<file path="config.mk">
export PLATFORM = sky130hd
export DESIGN_NAME = scene_sprite_renderer
export DESIGN_NICKNAME = d
export VERILOG_FILES = /design/src/rtl/scene_sprite_renderer.sv
export SDC_FILE = /design/constraint.sdc
export NUM_CORES = 1
export LEC_CHECK = 0
export ABC_AREA = 1
export CAP_MARGIN = 15
export CORE_ASPECT_RATIO = 1.75
export CORE_MARGIN = 2
export CORE_UTILIZATION = 45
export CTS_BUF_LIST = sky130_fd_sc_hd__clkbuf_4
export DETAILED_ROUTE_END_ITERATION = 12
export PLACE_DENSITY = 0.69
export SYNTH_ARGS = -nofsm -noshare
export SYNTH_HDL_FRONTEND = slang
export SYNTH_SLANG_ARGS = --single-unit
export TNS_END_PERCENT = 1
</file>
<file path="constraint.sdc">
create_clock -name clk -period 22.9 [get_ports clk]
set_input_delay 2.29 -clock clk [delete_from_list [all_inputs] [get_ports clk]]
set_output_delay 2.29 -clock clk [all_outputs]
set_load 0.01 [all_outputs]
</file>
<file path="src/rtl/scene_sprite_renderer.sv">
// Per-pixel hit test for the VGA scene: player box, open-top U obstacle and
// a scrolling field of sine-modulated bars hanging from a top baseline and
// rising to a bottom baseline. All three flags are registered.
module scene_sprite_renderer #(
  parameter int unsigned PLAYER_X = 32,
  parameter int unsigned PLAYER_W = 16,
  parameter int unsigned PLAYER_H = 16,
  parameter int unsigned U_W      = 40,
  parameter int unsigned U_H      = 40,
  parameter int unsigned U_T      = 8
) (
  input  logic       clk,
  input  logic       rst,
  input  logic [9:0] pix_x,
  input  logic [9:0] pix_y,
  input  logic [9:0] player_y,
  input  logic       show_player,
  input  logic [9:0] u_x,
  input  logic [9:0] u_y,
  input  logic [9:0] x_offset,
  input  logic [9:0] top_x,
  input  logic [9:0] top_y,
  input  logic [9:0] bottom_x,
  input  logic [9:0] bottom_y,
  input  logic [9:0] bar_width,
  input  logic [9:0] visible_width,
  input  logic [9:0] height,
  output logic       draw_player,
  output logic       draw_u,
  output logic       draw_double_sin
);

  // Upper bounds are kept 11 bits wide so boxes near the 1023 edge never wrap.
  localparam logic [10:0] PLAYER_X_LO = 11'(PLAYER_X);
  localparam logic [10:0] PLAYER_X_HI = 11'(PLAYER_X + PLAYER_W);
  localparam logic [10:0] PLAYER_H_11 = 11'(PLAYER_H);
  localparam logic [10:0] U_W_11      = 11'(U_W);
  localparam logic [10:0] U_H_11      = 11'(U_H);
  localparam logic [9:0]  U_ARM       = 10'(U_T);
  localparam logic [9:0]  U_RIGHT_ARM = 10'(U_W - U_T);
  localparam logic [9:0]  U_BASE      = 10'(U_H - U_T);

  logic hit_player;
  logic hit_u;
  logic hit_sin;

  logic       u_inside;
  logic [9:0] u_rx;
  logic [9:0] u_ry;

  logic       sin_active;
  logic [9:0] sin_local;
  logic [9:0] sin_divisor;
  logic [3:0] sin_idx;
  logic [9:0] sin_phase;
  logic [7:0] lut_top;
  logic [7:0] lut_bot;
  logic [9:0] top_len;
  logic [9:0] bot_len;
  logic       top_hit;
  logic       bot_hit;

  // One period of a sine sampled at 16 points, offset to 0..255.
  function automatic logic [7:0] sine_lut(input logic [3:0] idx);
    logic [7:0] val;
    case (idx)
      4'd0:    val = 8'd128;
      4'd1:    val = 8'd176;
      4'd2:    val = 8'd218;
      4'd3:    val = 8'd245;
      4'd4:    val = 8'd255;
      4'd5:    val = 8'd245;
      4'd6:    val = 8'd218;
      4'd7:    val = 8'd176;
      4'd8:    val = 8'd128;
      4'd9:    val = 8'd79;
      4'd10:   val = 8'd37;
      4'd11:   val = 8'd10;
      4'd12:   val = 8'd0;
      4'd13:   val = 8'd10;
      4'd14:   val = 8'd37;
      default: val = 8'd79;
    endcase
    return val;
  endfunction

  // Player box at a fixed column, vertical position from the game logic.
  always_comb begin
    hit_player = show_player
              && ({1'b0, pix_x} >= PLAYER_X_LO)
              && ({1'b0, pix_x} <  PLAYER_X_HI)
              && (pix_y >= player_y)
              && ({1'b0, pix_y} < ({1'b0, player_y} + PLAYER_H_11));
  end

  // U obstacle: two arms plus a base, top left open.
  always_comb begin
    u_rx     = pix_x - u_x;
    u_ry     = pix_y - u_y;
    u_inside = (pix_x >= u_x) && ({1'b0, pix_x} < ({1'b0, u_x} + U_W_11))
            && (pix_y >= u_y) && ({1'b0, pix_y} < ({1'b0, u_y} + U_H_11));
    hit_u    = u_inside && ((u_rx < U_ARM) || (u_rx >= U_RIGHT_ARM) || (u_ry >= U_BASE));
  end

  // Sine bar field. The bottom row uses the LUT half a period ahead so the
  // two rows move in anti-phase. The bottom lower bound is tested as
  // pix_y + bot_len >= bottom_y to avoid an underflowing subtraction.
  always_comb begin
    sin_active  = (pix_x >= top_x) && (pix_x < bottom_x) && (bar_width != 10'd0);
    sin_local   = pix_x - top_x + x_offset;
    sin_divisor = (bar_width == 10'd0) ? 10'd1 : bar_width;
    sin_idx     = 4'(sin_local / sin_divisor);
    sin_phase   = sin_local % sin_divisor;
    lut_top     = sine_lut(sin_idx);
    lut_bot     = sine_lut(sin_idx + 4'd8);
    top_len     = 10'(({10'b0, lut_top} * {8'b0, height}) >> 8);
    bot_len     = 10'(({10'b0, lut_bot} * {8'b0, height}) >> 8);
    top_hit     = (pix_y >= top_y) && ({1'b0, pix_y} < ({1'b0, top_y} + {1'b0, top_len}));
    bot_hit     = (pix_y < bottom_y) && (({1'b0, pix_y} + {1'b0, bot_len}) >= {1'b0, bottom_y});
    hit_sin     = sin_active && (sin_phase < visible_width) && (top_hit || bot_hit);
  end

  // Register the hit flags for the downstream colour mux.
  always_ff @(posedge clk) begin
    if (rst) begin
      draw_player     <= 1'b0;
      draw_u          <= 1'b0;
      draw_double_sin <= 1'b0;
    end else begin
      draw_player     <= hit_player;
      draw_u          <= hit_u;
      draw_double_sin <= hit_sin;
    end
  end

endmodule

</file>
==> results of run 1 <==
[cell type report]
class / instances / area [um^2]
well taps: 324 / 405
clock buffers: 4 / 30.0
multi-input cells: 1284 / 11200
repair buffers: 317 / 2810
diodes: 1 / 2.50
flip-flops and latches: 3 / 60.1
fillers: 2404 / 10500
inverters: 419 / 1580
[path summary, 6_finish.rpt]
| check | from | depth (start not counted) | endpoint | slack, ns |
|---|---|---|---|---|
| setup / recovery | x_offset[1] | 150 | draw_double_sin | -0.05 |
| hold / removal | pix_x[6] | 4 | draw_player | 2.51 |
[repair_timing]
action | in CTS | in global routing
endpoints found under the hold margin | 0 | 0
setup buffers | 10 | 21
gates resized for setup | 46 | 133
endpoints found under the setup margin | 1 | 1
cloned | 0 | 1
pin swaps | 24 | 88
hold buffers | 0 | 0
[cells in the mapped netlist, types with 3 or more instances]
cell / count / area, um^2
buf_6: 3 / 33.8
buf_2: 7 / 35.0
o21ai_1: 12 / 60.1
o21ai_2: 20 / 175
o21a_1: 7 / 52.6
nand2_2: 13 / 81.3
inv_1: 404 / 1520
or2_2: 12 / 75.1
o21bai_1: 20 / 150
nand2_4: 4 / 45.0
a211oi_1: 7 / 52.6
inv_2: 14 / 52.6
ha_1: 282 / 3530
a21oi_2: 5 / 43.8
and2_1: 5 / 31.3
nor2_2: 5 / 31.3
dfxtp_1: 3 / 60.1
xor2_1: 60 / 526
nand2_1: 280 / 1050
o211ai_1: 5 / 37.5
nand3_1: 52 / 260
o31ai_1: 5 / 37.5
nor2_1: 115 / 432
nor4_1: 6 / 37.5
nor3_1: 15 / 75.1
xnor2_1: 30 / 263
nand4_1: 13 / 81.3
a21o_1: 21 / 158
o221ai_1: 3 / 26.3
nand3b_1: 3 / 22.5
o21ai_0: 53 / 265
fa_1: 107 / 2140
a21oi_1: 100 / 500
[kinds of logic after synthesis]
logic type / after synthesis / share of synthesized area, %
simple gates: 531 / 18.9
xor+xnor: 90 / 6.46
buf+inv: 433 / 13.6
compound gates: 274 / 14.1
flops: 3 / 0.492
fa+ha+maj: 389 / 46.5
[worst max-delay path, delay by kind of cell]
family,cells,cell delay [ns]
AND/OR/NAND/NOR,59,5.40
AO/OA/AOI/OAI,44,6.00
buffers and inverters,24,2.37
adder cells (fa/ha/maj),20,6.44
XOR/XNOR,3,0.55
[per-stage QoR]
stage	area, um^2	hold WS, ns
after floorplan	12200	2.44
after global placement	15000	2.89
after detailed placement	15000	2.90
after CTS	15300	2.67
after global routing	16100	2.52
final	16100	2.51
[cells in the final DEF, fill, tap and decap left out, types with 4 or more instances in the layout]
cell type        instances
o21ai_2                 32
or2_2                   12
xnor2_1                 30
nand4_1                 13
ha_4                    26
nor3_1                  12
o21a_1                   7
a21oi_2                 22
a21oi_1                 80
nor2_2                   7
fa_1                   105
clkdlybuf4s50_1        126
dlymetal6s2s_1           9
inv_2                   32
nand2_2                 41
a211oi_1                 6
nand2_4                  5
buf_6                    4
ha_1                   255
o21bai_1                18
nor4_1                   6
o21ai_1                 15
xor2_1                  59
a21o_1                  21
nand2_1                251
inv_1                  385
and2_1                   4
o21ai_0                 37
o211ai_1                 5
nor2_1                 113
nand3_2                  5
clkbuf_4                 4
nand3_1                 46
buf_4                  173
[per-layer routing]
layer / global-route usage (%) / share of wire [%]
met4: 12.3 / 6.7
met2: 50.2 / 56
met3: 1.35 / 2.5
met1: 23.3 / 34
met5: 0 / 0
[flip-flops by register name (all words and copies together) (netlist names)]
register         flops
draw_u               1
draw_double_sin      1
draw_player          1
==> impl_results.md, run 1 <==
* Critical Path Most Common Cell: nand2_1
* Setup violations, final at 1
* Residual DRC at 0
* Critical Setup Path Class: in -> reg
* Antenna violations before repair at 2
* Root buffer cell: clkbuf_4
* Critical path fanouts, max at 6
* Synth Cell Area at 12200 um^2
* Area growth syn-to-layout at 31.7%
* First-pass GRT wire length at 57.0 mm
* Critical path arrival at 23.08 ns
* CTS H-tree depth at 1
* Synth unique cells at 56
* Least-Margin Pin Slew at 0.628 ns
* Standard-cell rows at 79
* Syn Inst Count at 1720
* Max Fclk at 0.0436 GHz
* Layout Utilization at 60.5%
* Placed Cells incl. Taps at 2315
* Die Area at 28500 um^2
* Core Footprint at 26600 um^2
* Max Cap Violations at 0
* Die X at 128 um
* Worst path max stage delay at 0.53 ns
* Synthesized area per cell at 7.10 um^2
* Final Critical Period at 22.95 ns
* Die Y at 222 um
* Ys Warns at 0
* Port bufs at 135
* DP Worst Slack at -0.975 ns
* Total wire length at 35.1 mm
* Synth Flop Type: dfxtp_1
* Final setup TNS at -0.0465 ns
* Layout cells sized above 1 at 19.8%
* Starting Density at 45.9%
* Nets at 2550
* Routability cong. at 0.936
* Clk slew on worst S/H paths at 0.04 ns
* Max Slew Vio Count at 0
* Clock sink count at 3
* Startpoint Class: input pin
* I/O pins at 136
* Slowest CP cell: fa_1
* Net Count, Synth at 2242
* Dpl hpwl at 30.3 mm
* Setup WS post-layout at -0.0465 ns
* Fin. Hold Viols at 0
* Clock Path Buffers at 2
* Violated checks: negative setup slack
* Worst EP required at 23.04 ns
* GRT overflow at 0
* DR pass1 iterations at 5
* CTS tree: yes
* Max-slew headroom at 57.8%
* Run status: complete, but fails checks
* Fin crit share at 100%
* DRT iter0 DRCs at 404
* Post-synthesis sequential area ratio at 0.492%
* Crit end category: flop
* Via density at 5.22
* RSZ-0062 raised after global routing: yes
* Avg WL per Cell at 14.9 um
* Fin cells at 2352
* Largest net degree at the start of global routing at 12
* CTS Buf Count at 3
* Via count at 12300
* Antenna Nets Post-Route at 0
* Post-synthesis async set-or-reset flop share at 0%
* Number of global-route vias before repair at 12900
* Hold WC Path Type: in -> reg
* GRT Util Overall at 24.4%
* Post-synth EDFFs at 0
* Seq cells post-synth at 3
Power of run 1 is not shown: default switching activity piles up to over one toggle a cycle in this logic, so the estimate is an artifact.
==> inputs of run 2 (changes only) <==
--- a/config.mk
+++ b/config.mk
@@ -9,10 +9,9 @@
 export CAP_MARGIN = 15
 export CORE_ASPECT_RATIO = 1.75
 export CORE_MARGIN = 2
-export CORE_UTILIZATION = 45
+export CORE_UTILIZATION = 30
 export CTS_BUF_LIST = sky130_fd_sc_hd__clkbuf_4
 export DETAILED_ROUTE_END_ITERATION = 12
-export PLACE_DENSITY = 0.69
 export SYNTH_ARGS = -nofsm -noshare
 export SYNTH_HDL_FRONTEND = slang
 export SYNTH_SLANG_ARGS = --single-unit
==> constraint.sdc (replaced) <==
create_clock -name clk -period 22.9 [get_ports clk]
set_input_delay 4.58 -clock clk [delete_from_list [all_inputs] [get_ports clk]]
set_output_delay 4.58 -clock clk [all_outputs]
set_load 0.01 [all_outputs]
==> impl_results.md, run 2 (synthesis results as in run 1) <==
* Clock Path Buffers at 2 (unchanged)
* Hold WC Path Type: in -> reg (unchanged)
* Antenna Nets Post-Route at 0 (unchanged)
* Slowest CP cell: fa_2 (was fa_1)
* Layout cells sized above 1 at 26.1% (was 19.8%)
* Worst EP required at 23.05 ns (was 23.04 ns)
* Worst path max stage delay at 0.57 ns (was 0.53 ns)
* Worst Path Buf+Inv at 23 (was 24)
* Area growth syn-to-layout at 44.0% (was 31.7%)
* First-pass GRT wire length at 60.0 mm (was 57.0 mm)
* Critical path fanouts, max at 8 (was 6)
* CTS H-tree depth at 1 (unchanged)
* Commonest non-fill, non-tap cell in the layout: inv_1 (unchanged)
* Max Fclk at 0.0397 GHz (was 0.0436 GHz)
* Largest net degree at the start of global routing at 18 (was 12)
* Die Y at 271 um (was 222 um)
* Least-Margin Pin Slew at 0.553 ns (was 0.628 ns)
* CTS tree: yes (unchanged)
* Setup WS post-layout at -2.31 ns (was -0.0465 ns)
* Critical Setup Path Class: in -> reg (unchanged)
* Crit end category: flop (unchanged)
* Fillcell total at 4065 (was 2404)
* Nets at 2722 (was 2550)
* Most frequent cells in the layout: inv_1, buf_4, ha_1, nand2_1, clkdlybuf4s50_1 (was inv_1, ha_1, nand2_1, buf_4, clkdlybuf4s50_1)
* Via count at 12600 (was 12300)
* Standard-cell rows at 97 (was 79)
* Port bufs at 135 (unchanged)
* Via density at 4.67 (was 5.22)
* Fin crit share at 110% (was 100%)
* Avg WL per Cell at 13.6 um (was 14.9 um)
* Final Critical Period at 25.21 ns (was 22.95 ns)
* Starting Density at 30.5% (was 45.9%)
* Root buffer cell: clkbuf_4 (unchanged)
* Dpl hpwl at 32.3 mm (was 30.3 mm)
* Die X at 156 um (was 128 um)
* Core Footprint at 40100 um^2 (was 26600 um^2)
* Diode count at 0 (was 1)
* Startpoint Class: input pin (unchanged)
* Clk slew on worst S/H paths at 0.05 ns (was 0.04 ns)
* Fin. Hold Viols at 0 (unchanged)
* Die Area at 42400 um^2 (was 28500 um^2)
* Largest regs: draw_double_sin (1), draw_player (1), draw_u (1) (unchanged)
* Violated checks: negative setup slack (unchanged)
* CTS Buf Count at 3 (unchanged)
* I/O pins at 136 (unchanged)
* Setup violations, final at 1 (unchanged)
* DP Worst Slack at -3.13 ns (was -0.975 ns)
* Max-slew headroom at 63.0% (was 57.8%)
* Residual DRC at 0 (unchanged)
* Critical Path Most Common Cell: nand2_2 (was nand2_1)
* CTS Hold Buffers Added at 0 (unchanged)
* Register area at 60.1 um^2 (unchanged)
* DRT iter0 DRCs at 346 (was 404)
* RSZ-0062 raised after global routing: yes (unchanged)
* Max Cap Violations at 0 (unchanged)
* Total wire length at 36.7 mm (was 35.1 mm)
* GRT overflow at 0 (unchanged)
* Antenna violations before repair at 0 (was 2)
* Number of global-route vias before repair at 13400 (was 12900)
* Crit path max-delay family: adder cells (unchanged)
* Footprint of the multi-input gates at 11200 um^2 (about the same)
* DR pass1 iterations at 5 (unchanged)
* Run status: complete, but fails checks (unchanged)
* Max Slew Vio Count at 0 (unchanged)
* Clock sink count at 3 (unchanged)
* GRT Util Overall at 17.1% (was 24.4%)
* Routability cong. at 0.909 (was 0.936)
* Critical path arrival at 25.36 ns (was 23.08 ns)
## run 2: cell count changes in the layout (fill, tap and decap cells not counted), moves of 5 or more
cell and delta:
nand2_4 +5, a21oi_2 -5, nand2_1 -8, a21oi_1 +7, buf_4 +174, o21ai_1 -5
o21ai_4 +5
## run 2: layout make-up
cell class	instances	share of cell area, %
inverters	419	9.01
well taps	495	3.52
multi-input cells	1284	63.7
clock buffers	4	0.171
flip-flops and latches	3	0.342
repair buffers	489	23.2
## run 2: what timing repair did
item | CTS | global route
pin swaps | 53 | 96
cloned | 0 | 1
buffers inserted | 23 | 24
resized for setup | 63 | 93
endpoints found under the hold margin | 0 | 0
setup endpoints to repair | 1 | 1
## run 2: metal layers
metal | up-vias | wire [um] | global-route usage, %
met4 | 0 | 1120 | 4.39
met5 | - | 0 | 0
met2 | 218 | 21500 | 36.6
li1 | 6426 | - | -
met3 | 63 | 1070 | 1.35
met1 | 5865 | 13000 | 16.9
## run 2: final timing paths
check	from	end	slack, ns	cells past startpoint
setup / recovery	top_x[4]	draw_double_sin	-2.31	149
hold / removal	pix_x[7]	draw_player	4.86	4
## run 2: per-stage QoR
| step | area, um^2 | hold slack, ns | instances | TNS, ns | utilization (%) |
|---|---|---|---|---|---|
| after global routing | 17600 | 4.86 | 2694 | -3.86 | 43.9 |
| after global placement | 16500 | 5.16 | 2642 | -2.69 | 41.3 |
| final | 17600 | 4.86 | 2694 | -2.31 | 43.9 |
| after detailed placement | 16500 | 5.17 | 2642 | -3.13 | 41.3 |
| after floorplan | 12400 | 4.73 | 1720 | -1.54 | - |
| after CTS | 17000 | 4.86 | 2669 | -2.36 | 42.5 |
## run 2: worst min-delay path, delay by kind of cell
| kind | cells | cell delay (ns) |
|---|---|---|
| buffers and inverters | 2 | 0.29 |
| and+or+nand+nor | 2 | 0.16 |
Power of run 2 is left out for the same reason.
